[config.mk]
export PLATFORM = sky130hd
export DESIGN_NAME = scan_chain_ctrl
export DESIGN_NICKNAME = d
export VERILOG_FILES = /design/src/rtl/scan_chain_ctrl.sv
export SDC_FILE = /design/constraint.sdc
export NUM_CORES = 1
export LEC_CHECK = 0
export BUFFER_PORTS_ARGS = -buffer_cell sky130_fd_sc_hd__buf_2
export CAP_MARGIN = 20
export CORE_MARGIN = 8
export CORE_UTILIZATION = 50
export DETAILED_ROUTE_END_ITERATION = 8
export PLACE_DENSITY = 0.78
export SLEW_MARGIN = 25
export SYNTH_ARGS = -nofsm -noshare
export SYNTH_HDL_FRONTEND = slang
export SYNTH_SLANG_ARGS = --single-unit
[constraint.sdc]
create_clock -name CLK -period 2.2 [get_ports CLK]
set_input_delay 0.33 -clock CLK [delete_from_list [all_inputs] [get_ports CLK]]
set_output_delay 0.33 -clock CLK [all_outputs]
set_load 0.03 [all_outputs]
[src/rtl/scan_chain_ctrl.sv]
// Scan chain sequencer: capture PI, shift WIDTH bits from SI out of SO, latch chain to PO, pulse DONE.
// START to DONE is WIDTH+3 cycles; START is ignored while BUSY, and ABORT drops back to IDLE without DONE.
module scan_chain_ctrl #(
  parameter int WIDTH = 8,
  parameter int CNT_W = 5
) (
  input  logic             CLK,
  input  logic             R,
  input  logic             START,
  input  logic             ABORT,
  input  logic [WIDTH-1:0] PI,
  input  logic             SI,
  output logic             SE,
  output logic             SO,
  output logic [WIDTH-1:0] PO,
  output logic             BUSY,
  output logic             DONE
);

  typedef enum logic [2:0] {IDLE, CAPTURE, SHIFT, UPDATE, FIN} state_t;

  localparam logic [CNT_W-1:0] LAST = CNT_W'(WIDTH - 1);

  state_t           state;
  logic [WIDTH-1:0] chain;
  logic [CNT_W-1:0] cnt;

  // Outputs are registered alongside the state they belong to, so SO/SE/BUSY/DONE
  // always reflect the state being entered and never see the inputs combinationally.
  always_ff @(posedge CLK or negedge R) begin
    if (!R) begin
      state <= IDLE;
      chain <= '0;
      cnt   <= '0;
      PO    <= '0;
      SE    <= 1'b0;
      SO    <= 1'b0;
      BUSY  <= 1'b0;
      DONE  <= 1'b0;
    end else if (ABORT && (state == CAPTURE || state == SHIFT || state == UPDATE)) begin
      state <= IDLE;
      SE    <= 1'b0;
      SO    <= 1'b0;
      BUSY  <= 1'b0;
      DONE  <= 1'b0;
    end else begin
      case (state)
        IDLE: begin
          if (START) begin
            state <= CAPTURE;
            BUSY  <= 1'b1;
          end
        end
        CAPTURE: begin
          chain <= PI;
          cnt   <= '0;
          state <= SHIFT;
          SE    <= 1'b1;
          SO    <= PI[WIDTH-1];
        end
        SHIFT: begin
          chain <= {chain[WIDTH-2:0], SI};
          cnt   <= cnt + 1'b1;
          if (cnt == LAST) begin
            state <= UPDATE;
            SE    <= 1'b0;
            SO    <= 1'b0;
          end else begin
            // next MSB after this shift
            SO <= chain[WIDTH-2];
          end
        end
        UPDATE: begin
          PO    <= chain;
          state <= FIN;
          DONE  <= 1'b1;
        end
        FIN: begin
          state <= IDLE;
          DONE  <= 1'b0;
          BUSY  <= 1'b0;
        end
        default: begin
          state <= IDLE;
          SE    <= 1'b0;
          SO    <= 1'b0;
          BUSY  <= 1'b0;
          DONE  <= 1'b0;
        end
      endcase
    end
  end

endmodule

Word-level counts from Yosys, hierarchy flattened
Index checks and enable logic that the tools add are counted.
{ "classes": {"n_reduce_logical": 13, "n_bitwise": 1, "n_mux": 17, "n_eq_ne": 10, "add_sub_neg": 1} }
{ "op_table": {"columns": ["cell", "count"], "rows": [
  ["8-bit one-hot mux with 2 select lines", 1],
  ["3-bit one-hot mux with 4 select lines", 1],
  ["5-bit one-hot mux with 2 select lines", 1],
  ["2-bit AND reduction", 5],
  ["3-bit two-way mux", 3],
  ["3-bit OR reduction", 3],
  ["1-bit two-way mux", 7],
  ["3-bit by 2-bit equality test with 1-bit output (second input constant)", 2],
  ["2-bit by 1-bit inequality test with 1-bit output (second input constant)", 3],
  ["1-bit one-hot mux with 3 select lines", 2],
  ["5-bit by 1-bit adder with 5-bit output (second input constant)", 1],
  ["5-bit by 3-bit equality test with 1-bit output (second input constant)", 1],
  ["1-bit one-hot mux with 2 select lines", 2],
  ["3-bit by 1-bit equality test with 1-bit output (second input constant)", 1],
  ["3-bit equality test (second input constant)", 1],
  ["3-bit logical NOT", 1],
  ["3-bit by 1-bit inequality test with 1-bit output (second input constant)", 1],
  ["3-bit inequality test (second input constant)", 1],
  ["1-bit logical OR", 2],
  ["2-bit nonzero test", 1],
  ["1-bit logical AND", 1],
  ["1-bit inverter", 1]
]} }
{ "totals": {"inputBits": 13, "out_inout_bits": 12, "ff_bits": 28} }

Longest topological paths before layout
Gate-level depths: netlist (run 1).
{ "logic_depth": {"word_depth": 6, "depth_mapped": 5, "ltp_nobuf": 4} }

Least setup slack after synthesis (run 1)
No wires, ideal clock.
{ "synth_timing": {"path_type": "flip-flop to flip-flop", "from": "register state[0]", "to": "register chain[0]", "setup_ns": 0.125, "period_less_slack_ns": 1.580, "required_time_ns": 2.075, "arrival_ns": 1.455, "path_stages_with_launch": 5, "setup_slack_ns": 0.620, "cell_sequence": "dfrtp_1 buf_6 nor3b_4 mux2_2 mux2_4"} }
{ "synth_via": {"elab_chain_len": 6, "elab_cells_between_ends": 10, "classes_between": "eq/ne (3); mux (1); bitwise (1); reduce/logical (5)"} }
{ "synth_rtl": {"columns": ["element", "line", "text"], "rows": [
  ["start: declaration", "24", "state_t state;"],
  ["start signal: assignment", "32", "state <= IDLE;"],
  ["start signal: assignment", "41", "state <= IDLE;"],
  ["start signal: assignment", "50", "state <= CAPTURE;"],
  ["3-bit by 1-bit equality test with 1-bit output / 3-bit by 2-bit equality test with 1-bit output (equally long branches)", "40, 47", null],
  ["1-bit logical OR (2 in series)", "40", "end else if (ABORT && (state == CAPTURE || state == SHIFT || state == UPDATE)) begin"],
  ["1-bit logical AND", "40", null],
  ["1-bit inverter (no source line)", null, null],
  ["2-bit AND reduction (no source line)", null, null],
  ["end signal: assignment", "62", "chain <= {chain[WIDTH-2:0], SI};"],
  ["end: declaration", "25", "logic [WIDTH-1:0] chain;"]
]} }
Several ways; a longest one is shown, not always the timed one.
A chain may end at the register's enable or synchronous reset.

Final worst setup path (run 1)
{ "layout_timing": {"from": "register state[2]", "to": "register chain[1]"} }
Same word-level chain as after synthesis.

==> qor.yml, run 1 <==
timing:
  tightest_slew_ns: 0.629
  max_freq_ghz: 0.585
  rsz0062_at_grt: "false"
  setup_viol: 0
  fin_crit_sh_pct: 77.8
  tns_ns: 0
  setup_slack_ns: 0.489
  fin_hold_ws_ns: -0.00411
  fin_skew_ns: 0.00409
  slew_viol_final: 0
  hold_viol: 7
  relSlewSlack_pct: 58.1
  post-route-min-period_ns: 1.71
clock_tree:
  ctsRootBufferMaster: "clkbuf_4"
  cts.sinks: 28
  post_cts_resized: 0
  clock_latency_ns: 0.32
  path_clk_slew_ns: 0.15
  cts-htree-levels: 1
  cts_made_buffers: 3
  cts_buffer_depth: 2
  hold_buffers: 0
  cts_setup_buffers: 0
  cts_tree: "yes"
routing:
  drt_wl_total_um: 2720
  first_pass_iters: 4
  drc: 0
  num_vias: 954
  wire_per_inst_um: 16.6
  via_per_inst: 5.82
  drt-initial-drc-count: 97
  postRouteAntennaNets: 0
synth:
  synth_flop_cell: "dfrtp_1"
  yosys.area.top_type: "dfrtp_1"
  yosys.area.top_type_share_pct: 48.9
  synth_cell_types: 36
  yosysSeqAreaShare_pct: 48.9
  synthTopCellsByArea: "dfrtp_1 (49%), mux2_2 (13%), mux2_4 (8.4%)"
  avgSynthCellArea_um2: 13.1
  netlist_area_um2: 1430
  synth_cells: 109
  synth_edf_count: 0
  ys_warn_count: 0
  synthArstFlopShare_pct: 100
  synth_fp_nets: 123
  synth-seq-cells: 28
global_routing:
  grt_max_degree: 29
  grt_first_pass_wirelength_um: 4690
  grt_pass1_vias: 1074
  grt_antenna_before_repair: 0
  grt_overflow: 0
  grt.total_usage_pct: 11.3
placed_design:
  io_buffers: 24
  gp_congestion: 0.774
  dp_cells: 160
  dp_slack_ns: 0.490
  dpl.hpwl_um: 1980
setup_path:
  arrival_ns: 1.94
  slowest_delay_ns: 0.51
  r2r_end: "chain[1]$_DFFE_PN0P_"
  cp_max_fo: 9
  crit_slowest_cell: "dfrtp_1"
  critPathKind: "flop to flop"
  worst-endpoint-required_ns: 2.43
  r2r_setup_slack_ns: 0.49
  r2r_start: "state[2]$_DFFE_PN0P_"
  cp-end-kind: "flop"
  reg2regPathDepth: 3
  start_kind: "flop"
  crit_chain: "nor3b_4, mux2_2, mux2_4"
floorplan:
  core_area_um2: 2730
  rows: 19
  die_area_um2: 4830
  top_level_ports: 25
  start_util_pct: 52.4
  die_h_um: 69.5
  chipWidth_um: 69.5
final_layout:
  n_antenna_cell: 0
  layoutNonFillerInstCount: 164
  drive_above_1_share_pct: 43.6
  area_growth_pct: 10.9
  nets: 148
  utilization_pct: 58.1
outcome:
  violations: "hold timing"
  status: "complete, but fails checks"
run:
  cap_viol_max_count: 0
pwr:
  ir_worst_vdd_v: 0.000940
  leakage_nw: 0.750
  p_per_area_nw_per_um2: 1350
min_path:
  min_path_type: "input pin to asynchronous set/reset pin"
## cells by family (layout without fill, tap and decap cells)
family / after synthesis / in the layout / share of synthesized area, %
DFF: 28 / 28 / 48.9
muxes: 27 / 27 / 23.1
and+or+nand+nor: 25 / 25 / 13.0
AOI/OAI and AO/OA: 19 / 19 / 9.17
buffers and inverters: 8 / 32 / 4.28
adders and majority gates: 1 / 1 / 0.873
xor gates and xnor gates: 1 / 1 / 0.611
## cell type report
class,count,area [um2]
multi-input cells,73,671
repair buffers,26,135
flip-flops and latches,28,701
inverters,2,7.51
well taps,31,38.8
fillers,230,1140
clock buffers,4,36.3
## per-layer routing
layer	GRT usage [%]	vias to the layer above	part of all wire, %
met2	19.7	18	51
met1	13.1	480	45
met5	0	-	0
met3	2.72	2	3.6
li1	-	454	-
met4	4.33	0	0.51
## worst max-delay path, delay by kind of cell, from the launching register on
kind,cells,cell delay [ns]
multiplexers,2,0.64
flip-flops,1,0.51
AND/OR/NAND/NOR,1,0.46
## placed cells by master, fill, tap and decap left out, types with 2 or more instances in the layout
cell and count:
a22oi_1 2, mux2_2 17, nand3_1 2, clkbuf_4 3, nor2b_1 2, mux2i_1 2
nor3_1 2, nor2_1 3, buf_2 24, o21ai_0 5, a21oi_1 3, dfrtp_1 28
nand2b_1 2, nor2_8 2, nand2_1 3, o2bb2ai_1 3, mux2_4 8, inv_1 2
buf_4 2
## flip-flops by register name, summed over array words and instances, names as in the netlist
signal  count
SO          1
cnt         5
SE          1
PO          8
DONE        1
chain       8
BUSY        1
state       3
## synthesized netlist by cell type, types with 3 or more instances
library cell / n
dfrtp_1: 28
mux2_2: 17
mux2_4: 8
o21ai_0: 5
buf_6: 4
a21oi_1: 3
nand2_1: 3
nor2_1: 3
o2bb2ai_1: 3
## worst max-delay path by stage
| stage | startpoint | endpoint | cells after the start |
|---|---|---|---|
| after floorplan | state[0]$_DFFE_PN0P_ | chain[0]$_DFFE_PN0P_ | 4 |
| after global placement | state[2]$_DFFE_PN0P_ | chain[1]$_DFFE_PN0P_ | 3 |
| after detailed placement | state[2]$_DFFE_PN0P_ | chain[0]$_DFFE_PN0P_ | 3 |
| after CTS | state[2]$_DFFE_PN0P_ | chain[0]$_DFFE_PN0P_ | 3 |
| after global routing | state[2]$_DFFE_PN0P_ | chain[4]$_DFFE_PN0P_ | 3 |
| final | state[2]$_DFFE_PN0P_ | chain[1]$_DFFE_PN0P_ | 3 |
## stage by stage
step | total power [mW] | cell area [um2]
3_5_place_dp | 1.92 | 1550
3_3_place_gp | 1.87 | 1550
4_1_cts | 2.17 | 1590
2_1_floorplan | 1.67 | 1430
5_1_grt | 2.28 | 1590
6_report | 2.15 | 1590
## power by group
| part | internal [mW] | leakage (nW) | switching (mW) |
|---|---|---|---|
| Clock | 0.101 | 0.0210 | 0.150 |
| Sequential | 0.741 | 0.344 | 0.181 |
| Combinational | 0.451 | 0.384 | 0.523 |
| Total | 1.29 | 0.750 | 0.854 |
No activity file was read; power rests on OpenSTA's default activity.
==> run 2, diff against run 1 <==
- clock period: 2.2 -> 1.8 ns (I/O delays scaled with it)
==> qor.yml, run 2 (synthesized netlist as in run 1, its figures left out) <==
outcome:
  status: "complete, no violations"  # was complete, but fails checks
floorplan:
  core_area_um2: 2730  # unchanged
  die_area_um2: 4830  # unchanged
  chipWidth_um: 69.5  # unchanged
  top_level_ports: 25  # unchanged
  start_util_pct: 52.4  # unchanged
  die_h_um: 69.5  # unchanged
  rows: 19  # unchanged
final_layout:
  reg_top3: "PO x8, chain x8, cnt x5"  # unchanged
  area_growth_pct: 12.1  # was 10.9%
  nets: 150  # was 148
  layoutNonFillerInstCount: 166  # was 164
  fill_cells: 230  # unchanged
  final_common_cell: "dfrtp_1"  # unchanged
  n_antenna_cell: 0  # unchanged
  layout_common_cells: "dfrtp_1 (28), buf_2 (24), mux2_2 (17), mux2_4 (8), o21ai_0 (5)"  # unchanged
  design_area_um2: 1610  # was 1590 um2
  seq_area_um2: 701  # unchanged
  multi_input_comb_area_um2: 671  # unchanged
  drive_above_1_share_pct: 43.7  # was 43.6%
global_routing:
  grt.total_usage_pct: 11.7  # was 11.3%
  grt_first_pass_wirelength_um: 4770  # was 4690 um
  grt_pass1_vias: 1012  # was 1074
  grt_overflow: 0  # unchanged
  grt_max_degree: 29  # unchanged
  grt_antenna_before_repair: 0  # unchanged
timing:
  tns_ns: 0  # unchanged
  slew_viol_final: 0  # unchanged
  setup_slack_ns: 0.115  # was 0.489 ns
  max_freq_ghz: 0.594  # was 0.585 GHz
  fin_skew_ns: 0.00140  # was 0.00409 ns
  tightest_slew_ns: 0.611  # was 0.629 ns
  relSlewSlack_pct: 59.3  # was 58.1%
  setup_viol: 0  # unchanged
  rsz0062_at_grt: "false"  # unchanged
  hold_viol: 0  # was 7
  post-route-min-period_ns: 1.68  # was 1.71 ns
  fin_crit_sh_pct: 93.6  # was 77.8%
setup_path:
  critPathKind: "flop to flop"  # unchanged
  start_kind: "flop"  # unchanged
  crit_slowest_cell: "dfrtp_1"  # unchanged
  worst-endpoint-required_ns: 2.02  # was 2.43 ns
  cp_max_fo: 10  # was 9
  cp-end-kind: "flop"  # unchanged
  critPathTopFamily: "simple AND/OR/NAND/NOR gates"  # was multiplexers
  arrival_ns: 1.91  # was 1.94 ns
  slowest_delay_ns: 0.53  # was 0.51 ns
  crit_chain: "or2_1, nor2_8, mux2_4"  # was nor3b_4, mux2_2, mux2_4
  path_buf_inv: 0  # unchanged
pwr:
  leakage_nw: 0.759  # was 0.750 nW
  ir_worst_vdd_v: 0.00113  # was 0.000940 V
  p_per_area_nw_per_um2: 1630  # was 1350 nW/um2
clock_tree:
  cts_buffer_depth: 2  # unchanged
  cts_tree: "yes"  # unchanged
  clock_latency_ns: 0.32  # about the same
  cts.sinks: 28  # unchanged
  cts-htree-levels: 1  # unchanged
  path_clk_slew_ns: 0.14  # was 0.15 ns
  ctsRootBufferMaster: "clkbuf_4"  # unchanged
  cts_made_buffers: 3  # unchanged
routing:
  first_pass_iters: 4  # unchanged
  via_per_inst: 5.67  # was 5.82
  wire_per_inst_um: 16.5  # was 16.6 um
  postRouteAntennaNets: 0  # unchanged
  drt-initial-drc-count: 46  # was 97
  num_vias: 941  # was 954
  drc: 0  # unchanged
  drt_wl_total_um: 2740  # was 2720 um
placed_design:
  io_buffers: 24  # unchanged
  dpl_cell_area_um2: 1560  # was 1550 um2
  dp_cells: 161  # was 160
  dpl.hpwl_um: 2070  # was 1980 um
  gp_congestion: 0.786  # was 0.774
  dp_slack_ns: 0.116  # was 0.490 ns
min_path:
  min_path_type: "input pin to flop"  # was input pin to asynchronous set/reset pin
run:
  cap_viol_max_count: 0  # unchanged
run 2: worst paths after layout:
path	start	endpoint	slack [ns]	cells past startpoint
worst max-delay path	state[2]$_DFFE_PN0P_	chain[6]$_DFFE_PN0P_	0.12	3
worst min-delay path	START	BUSY$_DFFE_PN0P_	0.26	3
worst max register to register	state[2]$_DFFE_PN0P_	chain[6]$_DFFE_PN0P_	0.12	3
worst min register to register	PO[5]$_DFFE_PN0P_	PO[5]$_DFFE_PN0P_	0.52	1
max in group asynchronous	R	PO[4]$_DFFE_PN0P_	0.94	2
min in group asynchronous	R	cnt[3]$_DFFE_PN0P_	0.47	2
run 2: per-layer routing:
layer | vias up | routed length [um] | global-route usage [%]
li1 | 451 | - | -
met1 | 464 | 1210 | 13.5
met2 | 22 | 1360 | 19.8
met3 | 4 | 133 | 3.00
met4 | 0 | 45 | 5.24
met5 | - | 0 | 0
run 2: layout make-up:
type / instances / area share (%)
Sequential cell: 28 / 43.6
Clock buffer: 4 / 2.26
Tap cell: 31 / 2.41
Inverter: 2 / 0.467
Timing Repair Buffer: 28 / 9.50
Multi-Input combinational cell: 73 / 41.7
run 2: metrics by stage:
stage | total power, mW | util [%] | hold slack, ns
after detailed placement | 2.35 | 57.1 | 0.320
final | 2.62 | 58.8 | 0.264
after global placement | 2.29 | 57.1 | 0.316
after CTS | 2.65 | 58.8 | 0.259
after global routing | 2.79 | 58.8 | 0.275
after floorplan | 2.04 | - | -0.0256
run 2: repair_timing:
item / 4_1_cts / 5_1_grt
resized for setup: 0 / 0
hold buffers: 1 / 0
endpoints found under the setup margin: 0 / 0
endpoints found under the hold margin: 28 / 0
setup buffers: 0 / 0
run 2: power by group:
part	switching (mW)	leakage, nW	internal (mW)
logic	0.617	0.394	0.559
registers	0.238	0.344	0.905
clock network	0.176	0.0210	0.124
total	1.03	0.759	1.59
run 2: worst reg2reg max path, cell delays in order (launching register included):
cell and delay (ns):
dfrtp_1 0.53, or2_1 0.44, nor2_8 0.30, mux2_4 0.33
==> run 3, diff against run 2 <==
- clock period: 1.8 -> 2.1 ns (I/O delays scaled with it)
==> qor.yml, run 3 (synthesized netlist as in run 1, its figures left out) <==
clock_tree:
  path_clk_slew_ns: 0.15  # was 0.14 ns
  post_cts_resized: 0  # unchanged
  cts-htree-levels: 1  # unchanged
  cts_tree: "yes"  # unchanged
  ctsRootBufferMaster: "clkbuf_4"  # unchanged
  cts_made_buffers: 3  # unchanged
  hold_buffers: 1  # unchanged
  clock_latency_ns: 0.32  # about the same
  cts_buffer_depth: 2  # unchanged
  cts_setup_buffers: 0  # unchanged
  cts.sinks: 28  # unchanged
pwr:
  p_per_area_nw_per_um2: 1410  # was 1630 nW/um2
  total_power_mw: 2.25  # was 2.62 mW
  ir_worst_vdd_v: 0.000984  # was 0.00113 V
  leakage_nw: 0.754  # was 0.759 nW
timing:
  fin_hold_ws_ns: 0.322  # was 0.264 ns
  tns_ns: 0  # unchanged
  setup_viol: 0  # unchanged
  fin_crit_sh_pct: 81.5  # was 93.6%
  fin_skew_ns: 0.00423  # was 0.00140 ns
  slew_viol_final: 0  # unchanged
  hold_viol: 0  # unchanged
  max_freq_ghz: 0.584  # was 0.594 GHz
  relSlewSlack_pct: 58.0  # was 59.3%
  rsz0062_at_grt: "false"  # unchanged
  setup_slack_ns: 0.389  # was 0.115 ns
  post-route-min-period_ns: 1.71  # was 1.68 ns
  tightest_slew_ns: 0.630  # was 0.611 ns
final_layout:
  layout_common_cells: "dfrtp_1 (28), buf_2 (24), mux2_2 (17), mux2_4 (8), o21ai_0 (5)"  # unchanged
  fill_cells: 229  # was 230
  final_common_cell: "dfrtp_1"  # unchanged
  n_antenna_cell: 0  # unchanged
  drive_above_1_share_pct: 43.3  # was 43.7%
  seq_area_um2: 701  # unchanged
  multi_input_comb_area_um2: 671  # unchanged
  area_growth_pct: 11.6  # was 12.1%
  reg_top3: "PO x8, chain x8, cnt x5"  # unchanged
  nets: 149  # was 150
  utilization_pct: 58.5  # was 58.8%
floorplan:
  core_area_um2: 2730  # unchanged
  top_level_ports: 25  # unchanged
  die_h_um: 69.5  # unchanged
  die_area_um2: 4830  # unchanged
  chipWidth_um: 69.5  # unchanged
  start_util_pct: 52.4  # unchanged
  rows: 19  # unchanged
setup_path:
  r2r_start: "state[2]$_DFFE_PN0P_"  # unchanged
  start_kind: "flop"  # unchanged
  cp_max_fo: 9  # was 10
  cp-end-kind: "flop"  # unchanged
  startpoint: "state[2]$_DFFE_PN0P_"  # unchanged
  slowest_delay_ns: 0.51  # was 0.53 ns
  worst-endpoint-required_ns: 2.33  # was 2.02 ns
  crit_chain: "nor3b_4, mux2_2, mux2_4"  # was or2_1, nor2_8, mux2_4
  critPathKind: "flop to flop"  # unchanged
  arrival_ns: 1.94  # was 1.91 ns
  crit_slowest_cell: "dfrtp_1"  # unchanged
global_routing:
  grt_overflow: 0  # unchanged
  grt_first_pass_wirelength_um: 4690  # was 4770 um
  grt.total_usage_pct: 11.4  # was 11.7%
  grt_pass1_vias: 1074  # was 1012
  grt_max_degree: 29  # unchanged
  grt_antenna_before_repair: 0  # unchanged
routing:
  first_pass_iters: 4  # unchanged
  drt_wl_total_um: 2730  # was 2740 um
  dr.max_layer_used: "met4"  # unchanged
  wl_met1_um: 1240  # was 1210 um
  drc: 0  # unchanged
  postRouteAntennaNets: 0  # unchanged
  wire_per_inst_um: 16.5  # about the same
  via_per_inst: 5.79  # was 5.67
  num_vias: 956  # was 941
  route.met2.wl_um: 1380  # was 1360 um
  met3WireLength_um: 99  # was 133 um
  drt-initial-drc-count: 86  # was 46
min_path:
  min_path_type: "input pin to flop"  # unchanged
  hold_start: "START"  # unchanged
placed_design:
  dp_slack_ns: 0.390  # was 0.116 ns
  io_buffers: 24  # unchanged
  gp_congestion: 0.774  # was 0.786
  dpl.hpwl_um: 1980  # was 2070 um
outcome:
  status: "complete, no violations"  # unchanged
run:
  cap_viol_max_count: 0  # unchanged
-- run 3: cell types whose count changed in the layout (fill, tap and decap cells not counted), sizes merged --
cell / change
buf: -1
-- run 3: worst paths after layout --
check / endpoint / cells after the start / slack [ns]
setup / recovery: chain[1]$_DFFE_PN0P_ / 3 / 0.39
setup reg to reg: chain[1]$_DFFE_PN0P_ / 3 / 0.39
min in group asynchronous: SE$_DFFE_PN0P_ / 2 / 0.52
max in group asynchronous: PO[2]$_DFFE_PN0P_ / 2 / 1.18
hold / removal: BUSY$_DFFE_PN0P_ / 3 / 0.32
hold reg to reg: PO[1]$_DFFE_PN0P_ / 1 / 0.52
-- run 3: metrics by stage --
| step | instance area [um2] | instances |
|---|---|---|
| 2_1_floorplan | 1430 | 109 |
| 3_3_place_gp | 1550 | 160 |
| 3_5_place_dp | 1550 | 160 |
| 4_1_cts | 1600 | 165 |
| 5_1_grt | 1600 | 165 |
| 6_report | 1600 | 165 |
-- run 3: power by group --
group	switching [mW]	leakage (nW)	total, mW	internal, mW
sequential	0.190	0.344	0.966	0.776
clock	0.158	0.0210	0.264	0.106
combinational	0.548	0.388	1.02	0.474
-- run 3: cell type report --
type	count	share of cell area [%]
clock buffer	4	2.27
inverter	2	0.469
multi-input combinational	73	41.9
sequential	28	43.8
tap	31	2.43
timing repair buffer	27	9.08
-- run 3: per-layer routing --
layer | vias up | global-route usage, %
li1 | 456 | -
met1 | 480 | 13.1
met2 | 18 | 19.7
met3 | 2 | 2.72
met4 | 0 | 4.33
met5 | - | 0
-- run 3: worst max-delay path: cells and delay by family (launching register included) --
kind / cells / cell delay [ns]
multiplexers: 2 / 0.64
flip-flops: 1 / 0.51
AND/OR/NAND/NOR: 1 / 0.46
